--- config.mk ---
export PLATFORM = sky130hd
export DESIGN_NAME = ntt_bank_addr_gen
export DESIGN_NICKNAME = d
export VERILOG_FILES = /design/src/rtl/ntt_bank_addr_gen.sv
export SDC_FILE = /design/constraint.sdc
export NUM_CORES = 1
export LEC_CHECK = 0
export ABC_AREA = 1
export BUFFER_PORTS_ARGS = -buffer_cell sky130_fd_sc_hd__buf_4
export CORE_ASPECT_RATIO = 1.1
export CORE_MARGIN = 8
export CORE_UTILIZATION = 40
export CTS_CLUSTER_SIZE = 12
export DETAILED_ROUTE_END_ITERATION = 16
export SLEW_MARGIN = 25
export SYNTH_ARGS = -nofsm -noshare
export SYNTH_HDL_FRONTEND = slang
export SYNTH_SLANG_ARGS = --single-unit
--- constraint.sdc ---
create_clock -name clk -period 4.5 [get_ports clk]
set_input_delay 0 -clock clk [delete_from_list [all_inputs] [get_ports clk]]
set_output_delay 0 -clock clk [all_outputs]
set_load 0.05 [all_outputs]
--- src/rtl/ntt_bank_addr_gen.sv ---
// Lane addresses and bank-in crossbar selects for the 4-bank, 512-point mixed-radix NTT; outputs registered, start->first beat 2 cycles.
// stall=1 in RUN freezes the group counter and drops addr_valid the next cycle while b*/sel/stage hold.
module ntt_bank_addr_gen #(
    parameter int ADDR_W  = 7,
    parameter int GAP_CYC = 4
) (
    input  logic              clk,
    input  logic              rst,
    input  logic              start,
    input  logic              inv,
    input  logic              stall,
    output logic              busy,
    output logic              addr_valid,
    output logic [2:0]        stage,
    output logic              last,
    output logic              done,
    output logic [ADDR_W-1:0] b0,
    output logic [ADDR_W-1:0] b1,
    output logic [ADDR_W-1:0] b2,
    output logic [ADDR_W-1:0] b3,
    output logic [1:0]        sel_a_0,
    output logic [1:0]        sel_a_1,
    output logic [1:0]        sel_a_2,
    output logic [1:0]        sel_a_3
);
    typedef enum logic [1:0] {ST_IDLE, ST_RUN, ST_GAP, ST_DONE} state_t;

    state_t                 state_q, state_d;
    logic [6:0]             k_q, k_d;
    logic [2:0]             s_q, s_d;
    logic                   inv_q, inv_d;
    logic [3:0]             gap_q, gap_d;
    logic                   busy_q, busy_d;
    logic                   vld_q, vld_d;
    logic                   last_q, last_d;
    logic                   done_q, done_d;
    logic [2:0]             stage_q, stage_d;
    logic [3:0][ADDR_W-1:0] b_q, b_d;
    logic [3:0][1:0]        sel_q, sel_d;

    logic [3:0][8:0]        lane_j;
    logic [3:0][1:0]        lane_bank;
    logic [3:0][ADDR_W-1:0] lane_b;
    logic [3:0][1:0]        lane_sel;
    logic [2:0]             final_s;

    // Coefficient index for lane m: radix-4 stages insert m as base-4 digit s of k.
    function automatic logic [8:0] idx_j(input logic [2:0] s, input logic [6:0] k, input logic [1:0] m);
        case (s)
            3'd0:    return {k, m};
            3'd1:    return {k[6:2], m, k[1:0]};
            3'd2:    return {k[6:4], m, k[3:0]};
            3'd3:    return {k[6], m, k[5:0]};
            default: return {m[1], k[5:0], m[0], k[6]};
        endcase
    endfunction

    function automatic logic [1:0] bank_of(input logic [8:0] j);
        return j[1:0] + j[3:2] + j[5:4] + j[7:6] + {1'b0, j[8]};
    endfunction

    assign final_s = inv_q ? 3'd0 : 3'd4;

    // Route each bank to whichever lane lands in it; the map is a permutation by construction.
    always_comb begin
        lane_j    = '0;
        lane_bank = '0;
        lane_b    = '0;
        lane_sel  = '0;
        for (int m = 0; m < 4; m++) begin
            lane_j[m]    = idx_j(s_q, k_q, 2'(m));
            lane_bank[m] = bank_of(lane_j[m]);
            lane_b[m]    = lane_j[m][8:2];
        end
        for (int p = 0; p < 4; p++) begin
            for (int m = 0; m < 4; m++) begin
                if (lane_bank[m] == 2'(p)) lane_sel[p] = 2'(m);
            end
        end
    end

    always_comb begin
        state_d = state_q;
        k_d     = k_q;
        s_d     = s_q;
        inv_d   = inv_q;
        gap_d   = gap_q;
        busy_d  = busy_q;
        vld_d   = 1'b0;
        last_d  = 1'b0;
        done_d  = 1'b0;
        stage_d = stage_q;
        b_d     = b_q;
        sel_d   = sel_q;
        case (state_q)
            ST_IDLE: begin
                if (done_q) busy_d = 1'b0;
                if (start && !busy_q) begin
                    state_d = ST_RUN;
                    busy_d  = 1'b1;
                    inv_d   = inv;
                    s_d     = inv ? 3'd4 : 3'd0;
                    k_d     = 7'd0;
                end
            end
            ST_RUN: begin
                if (!stall) begin
                    vld_d   = 1'b1;
                    stage_d = s_q;
                    b_d     = lane_b;
                    sel_d   = lane_sel;
                    last_d  = (k_q == 7'd127) && (s_q == final_s);
                    k_d     = k_q + 7'd1;
                    if (k_q == 7'd127) begin
                        if (s_q == final_s) begin
                            state_d = ST_DONE;
                        end else begin
                            s_d     = inv_q ? s_q - 3'd1 : s_q + 3'd1;
                            gap_d   = 4'd0;
                            state_d = (GAP_CYC == 0) ? ST_RUN : ST_GAP;
                        end
                    end
                end
            end
            ST_GAP: begin
                gap_d = gap_q + 4'd1;
                if (gap_q == 4'(GAP_CYC - 1)) state_d = ST_RUN;
            end
            default: begin
                done_d  = 1'b1;
                state_d = ST_IDLE;
            end
        endcase
    end

    always_ff @(posedge clk or posedge rst) begin
        if (rst) begin
            state_q <= ST_IDLE;
            k_q     <= '0;
            s_q     <= '0;
            inv_q   <= 1'b0;
            gap_q   <= '0;
            busy_q  <= 1'b0;
            vld_q   <= 1'b0;
            last_q  <= 1'b0;
            done_q  <= 1'b0;
            stage_q <= '0;
            b_q     <= '0;
            sel_q   <= '0;
        end else begin
            state_q <= state_d;
            k_q     <= k_d;
            s_q     <= s_d;
            inv_q   <= inv_d;
            gap_q   <= gap_d;
            busy_q  <= busy_d;
            vld_q   <= vld_d;
            last_q  <= last_d;
            done_q  <= done_d;
            stage_q <= stage_d;
            b_q     <= b_d;
            sel_q   <= sel_d;
        end
    end

    assign busy       = busy_q;
    assign addr_valid = vld_q;
    assign stage      = stage_q;
    assign last       = last_q;
    assign done       = done_q;
    assign b0         = b_q[0];
    assign b1         = b_q[1];
    assign b2         = b_q[2];
    assign b3         = b_q[3];
    assign sel_a_0    = sel_q[0];
    assign sel_a_1    = sel_q[1];
    assign sel_a_2    = sel_q[2];
    assign sel_a_3    = sel_q[3];

endmodule

==> results of run 1 <==
[final cells by class]
type,instances,area (µm²)
clock inverters,2,13.8
inverters,52,201
clock buffers,6,72.6
well taps,85,106
flip-flops and latches,46,1150
multi-input cells,271,1400
repair buffers,50,383
fillers,750,3720
[per-layer routing]
| layer | vias to the layer above | track usage | share of wire |
|---|---|---|---|
| li1 | 1282 | - | - |
| met1 | 1117 | 0.144 | 0.42 |
| met2 | 46 | 0.244 | 0.52 |
| met3 | 9 | 0.0327 | 0.046 |
| met4 | 0 | 0.0444 | 0.014 |
| met5 | - | 0 | 0 |
[through the flow]
stage	setup slack [ns]	hold slack (ns)	instance area, µm²
2_1_floorplan	1.24	0.121	2910
5_1_grt	0.567	0.182	3330
6_report	0.895	0.116	3330
3_5_place_dp	0.909	0.229	3210
3_3_place_gp	1.02	0.225	3210
4_1_cts	0.893	0.102	3330
[worst max-delay path, cell delays in order (launching register included)]
cell and delay, ns:
dfrtp_1 0.59, inv_6 0.13, ha_1 0.29, nand2_1 0.11, nand2_1 0.06, a21oi_1 0.27
nand2_1 0.16, fa_1 0.56, fa_1 0.42, xor2_1 0.17, inv_1 0.05, nand2_1 0.08
nand2_1 0.05, nand2_1 0.07, nand2_1 0.05, nand2_1 0.05, nand2_1 0.09, nor2_1 0.10
nand2_1 0.05, nand2_1 0.06, nand2_1 0.05, nand2_1 0.08
[repair_timing]
action,in CTS,in global routing
hold buffers,3,0
endpoints found under the hold margin,49,0
setup endpoints to repair,0,0
resized for setup,0,0
[Yosys cell counts, types with 2 or more instances]
library cell,instances,area (µm²)
dfrtp_1,46,1150
nor2_1,16,60.1
nand2_1,143,537
buf_6,3,33.8
nor2_2,3,18.8
xnor2_1,3,26.3
inv_2,6,22.5
a21oi_1,11,55.1
ha_1,8,100
nand4_1,2,12.5
buf_2,3,15.0
nor3_2,2,20.0
fa_1,5,100
xor2_1,3,26.3
nand2_2,4,25.0
o21ai_0,18,90.1
nand3_2,3,30.0
o21ai_1,7,35.0
a22oi_1,2,15.0
inv_1,45,169
nor3_1,6,30.0
nand3_1,25,125
nor2_4,4,45.0
buf_4,14,105
[cells by family (layout without fill, tap and decap cells)]
group / after synthesis / count (layout) / share of synthesized area
AND/OR/NAND/NOR: 210 / 210 / 0.315
buffers and inverters: 73 / 110 / 0.123
flip-flops: 46 / 46 / 0.396
AO/OA/AOI/OAI: 42 / 42 / 0.0791
adder cells (fa/ha/maj): 13 / 13 / 0.0688
XOR/XNOR: 6 / 6 / 0.0181
[worst max path at each step]
stage,from,endpoint
final,s_q[2]$_DFFE_PP0P_,sel_a_3[0]$_DFFE_PP0P_
after global routing,s_q[2]$_DFFE_PP0P_,sel_a_3[0]$_DFFE_PP0P_
after CTS,s_q[2]$_DFFE_PP0P_,sel_a_3[0]$_DFFE_PP0P_
after detailed placement,s_q[2]$_DFFE_PP0P_,sel_a_3[0]$_DFFE_PP0P_
after global placement,s_q[2]$_DFFE_PP0P_,sel_a_3[0]$_DFFE_PP0P_
after floorplan,s_q[2]$_DFFE_PP0P_,sel_a_2[0]$_DFFE_PP0P_
[registers in the layout, indices dropped and copies added, names as in the netlist]
name,cells
done,1
s_q,3
inv_q,1
sel_a_1,2
sel_a_3,2
gap_q,4
b1,3
state_q,2
sel_a_0,2
addr_valid,1
stage,3
b2,4
k_q,7
busy,1
last,1
b0,7
sel_a_2,2
==> metrics.txt, run 1 <==
Top FF cell, synth=dfrtp_1; Area Overhead vs Synth=14.4%; Reg clk slew, reported paths=0.09 ns; worst skew pair latency=0.30 ns; Synth cell types=32; min-delay src=start; IO Port Bufs=47; Required @ worst endpoint=4.74 ns; layout cells sized above 1=0.187; Reg2Reg Launch Point=s_q[2]$_DFFE_PP0P_; clk root buf=clkbuf_8; number of synthesized flops with an enable pin=0; CP max FO=18; sequential-to-total area share from yosys stat=0.396; gate count after technology mapping=just under 400; Die X-Extent=97.3 µm; HPWL after detailed placement=5110 µm; Post-DRT Antenna Nets=0; Die ar.=10300 µm²; Core Footprint=7050 µm²; global-route wire length before repair=~11000 µm; Synth Warn #=0; final setup vio count=0; Crit. End Element=register; vias in the first global route=around 2500; hold violation total from the final report=0; diode count=0; pin count of the biggest net entering global routing=47; FF-to-FF End=sel_a_3[0]$_DFFE_PP0P_; drt initial violations=149; WL final=6610 µm; Yosys reg bits=46; relative slew slack=0.459; vias=2454; maxcap violations=0; Worst Hold Path EP=state_q[0]$_DFFE_PP0P_; R2R Setup Slk=approximately 0.90 ns; DR vias/cell=4.79; Setup Skew=0.00501 ns; Finished Layout Cells=~500; Worst Hold Class=input pin to register; clock sinks=46; die height=105 µm; commonest non-fill, non-tap cell in the layout=nand2_1; htree depth=2; Syn Area/Cell=7.46 µm²; drt wl/cell=12.9 µm; TritonCTS clock tree=done; status=completed; GRT Util Overall=0.132; CP Data Arrival Time=roughly 3.9 ns; initial antenna violation count=0; unrepaired setup endpoints after global routing=false; io pins=48; Final Wtd Congestion=0.946; grt ovf=0; Post-CTS Setup Repair Bufs=0; syn nets=about 410; clk buf depth=2; asr flop ratio synth=1.00; total negative slack=0 ns; row cnt=32; Critical Path Source Type=register; total CTS buffers=5; Hold Path Stages=5; Crit Path Class=register to register; Syn Std Cell Area=2910 µm²; FF-to-FF path depth=21; minimum clock period=3.60 ns; most frequent cells in the layout=143 x nand2_1, 47 x buf_4, 46 x dfrtp_1; DRC Markers=0; Final Max Tran Viols=0; Least-Margin Pin Slew=0.810 ns; final core utilization=0.472; Initial Util=0.413; nets=444; Max Fclk=277 MHz; DRT Pass-1 Iters=4; Cell Count Post-Placement=501; Final Cycle Share=0.801
Power of run 1 is left out: the tool's default activity adds up to more than one toggle a clock period on the data nets, which glitch-free logic cannot reach.
==> run 2: changes to the inputs <==
==> constraint.sdc (replaced) <==
create_clock -name clk -period 3.75 [get_ports clk]
set_input_delay 0 -clock clk [delete_from_list [all_inputs] [get_ports clk]]
set_output_delay 0 -clock clk [all_outputs]
set_load 0.05 [all_outputs]
==> metrics.txt, run 2 (synthesis results as in run 1) <==
status=completed; drt initial violations=113 (-24%); most used cell, CP=nand2_1; Final Wtd Congestion=0.946 (unchanged); Top Family by Delay on Critical Path=adder cells; Critical Path Source Type=register; GRT Util Overall=0.130 (-0.00277); grt ovf=0 (unchanged); HPWL after detailed placement=5120 µm (+0.35%); CP max FO=5 (-13); WL final=6580 µm (-0.39%); unrepaired setup endpoints after global routing=false; Max stage delay on crit path=0.56 ns (-0.03 ns); nets=447 (+0.68%); layout cells sized above 1=0.200 (+0.0126); Crit. End Element=register; Crit Path Class=register to register; WP buf/inv=2 (unchanged); total CTS buffers=5 (unchanged); Area Overhead vs Synth=15.5%; FF-to-FF End=sel_a_3[0]$_DFFE_PP0P_; maxcap violations=0 (unchanged); Least-Margin Pin Slew=0.800 ns (-0.0108 ns); Worst Hold Class=input pin to register; die height=105 µm (unchanged); Setup Skew=0.00247 ns (-0.00254 ns); R2R Setup Slk=0.35 ns (-0.55 ns); row cnt=32 (unchanged); Worst Hold Path EP=state_q[0]$_DFFE_PP0P_; hold violation total from the final report=0 (unchanged); initial antenna violation count=0 (unchanged); IO Port Bufs=47 (unchanged); Reg clk slew, reported paths=0.09 ns (about the same); final setup vio count=0 (unchanged); Post-DRT Antenna Nets=0 (unchanged); DRT Pass-1 Iters=5 (+1); io pins=48 (unchanged); Max Fclk=294 MHz (+5.9%); Core Footprint=7050 µm² (unchanged); htree depth=2 (unchanged); Initial Util=0.413 (unchanged); relative slew slack=0.466 (+0.00723); crit-path cells=inv_1, ha_1, nand2_1, nand2_1, a21oi_2, nand2_1, fa_1, fa_1, xor2_1, inv_1, nand2_1, nand2_1, nand2_1, nand2_1, nand2_1, nand2_1, nor2_1, nand2_1, nand2_1, nand2_1, nand2_1; TritonCTS clock tree=done; DRC Markers=0 (unchanged); clk root buf=clkbuf_8; DR vias/cell=4.75 (-0.91%); Die X-Extent=97.3 µm (unchanged); Reg2Reg Launch Point=s_q[0]$_DFFE_PP0P_; clock sinks=46 (unchanged); WP depth=21 (unchanged); pre-CTS setup slack=0.159 ns (-0.749 ns); worst skew pair latency=0.30 ns (about the same); clk buf depth=2 (unchanged); pin count of the biggest net entering global routing=47 (unchanged); Final Cycle Share=0.907 (+0.106); vias in the first global route=2462 (-0.61%); Slowest-stage cell, CP=fa_1; min-delay src=start; final core utilization=0.477 (+0.00462); most frequent cells in the layout=143 x nand2_1, 50 x buf_4, 45 x dfrtp_1; total negative slack=0 ns (unchanged); Setup WS post-layout=0.348 ns (-0.548 ns); diode count=0 (unchanged); drt wl/cell=12.8 µm (-0.97%); Final Max Tran Viols=0 (unchanged); minimum clock period=3.40 ns (-0.202 ns); commonest non-fill, non-tap cell in the layout=nand2_1; vias=2446 (-0.33%); FF-to-FF path depth=21 (unchanged); CP Data Arrival Time=3.65 ns (-0.20 ns); Required @ worst endpoint=3.99 ns (-0.75 ns); Hold Path Stages=5 (unchanged); Die ar.=10300 µm² (unchanged); global-route wire length before repair=11200 µm (-1.9%)
[run 2: changes by cell type in the layout (fill, tap and decap cells not counted), sizes merged]
cell,previous run,this run
buf,47,50
[run 2: worst max-delay path by stage]
stage	from	to
2_1_floorplan	s_q[2]$_DFFE_PP0P_	sel_a_2[0]$_DFFE_PP0P_
3_3_place_gp	s_q[2]$_DFFE_PP0P_	sel_a_3[0]$_DFFE_PP0P_
3_5_place_dp	s_q[2]$_DFFE_PP0P_	sel_a_3[0]$_DFFE_PP0P_
4_1_cts	s_q[2]$_DFFE_PP0P_	sel_a_3[0]$_DFFE_PP0P_
5_1_grt	s_q[0]$_DFFE_PP0P_	sel_a_1[0]$_DFFE_PP0P_
6_report	s_q[0]$_DFFE_PP0P_	sel_a_3[0]$_DFFE_PP0P_
[run 2: area by class of cell]
type / instances / area [µm²]
clock buffers: 6 / 72.6
multi-input cells: 271 / 1410
fillers: 741 / 3690
repair buffers: 53 / 405
flip-flops and latches: 46 / 1150
clock inverters: 2 / 13.8
well taps: 85 / 106
inverters: 52 / 201
[run 2: worst register-to-register path, delay by kind of cell, from the launching register on]
kind	cells	cell delay (ns)
flip-flops	1	0.42
XOR/XNOR	1	0.17
buffers and inverters	2	0.19
adder cells (fa/ha/maj)	3	1.26
AND/OR/NAND/NOR	14	1.11
AO/OA/AOI/OAI	1	0.20
[run 2: metal layers]
| metal | track usage | part of all wire | up-vias | wire (µm) |
|---|---|---|---|---|
| met5 | 0 | 0 | - | 0 |
| met4 | 0.0358 | 0.013 | 0 | 83 |
| met3 | 0.0307 | 0.045 | 7 | 293 |
| met2 | 0.246 | 0.53 | 48 | 3470 |
| met1 | 0.139 | 0.42 | 1108 | 2740 |
| li1 | - | - | 1283 | - |
[run 2: what timing repair did]
item                                    in CTS  in global routing
setup buffers                                0                  3
gates resized for setup                      0                  3
endpoints found under the setup margin       0                  6
hold buffers                                 3                  0
hold endpoints to repair                    49                  0
[run 2: per-stage QoR]
| step | std cells | hold WS [ns] | instance area (µm²) |
|---|---|---|---|
| global placement | 501 | 0.225 | 3210 |
| finish | 515 | 0.107 | 3360 |
| global route | 515 | 0.150 | 3360 |
| CTS | 512 | 0.0997 | 3330 |
| floorplan | 390 | 0.121 | 2910 |
| detailed placement | 501 | 0.234 | 3210 |
Power of run 2 is left out for the same reason.
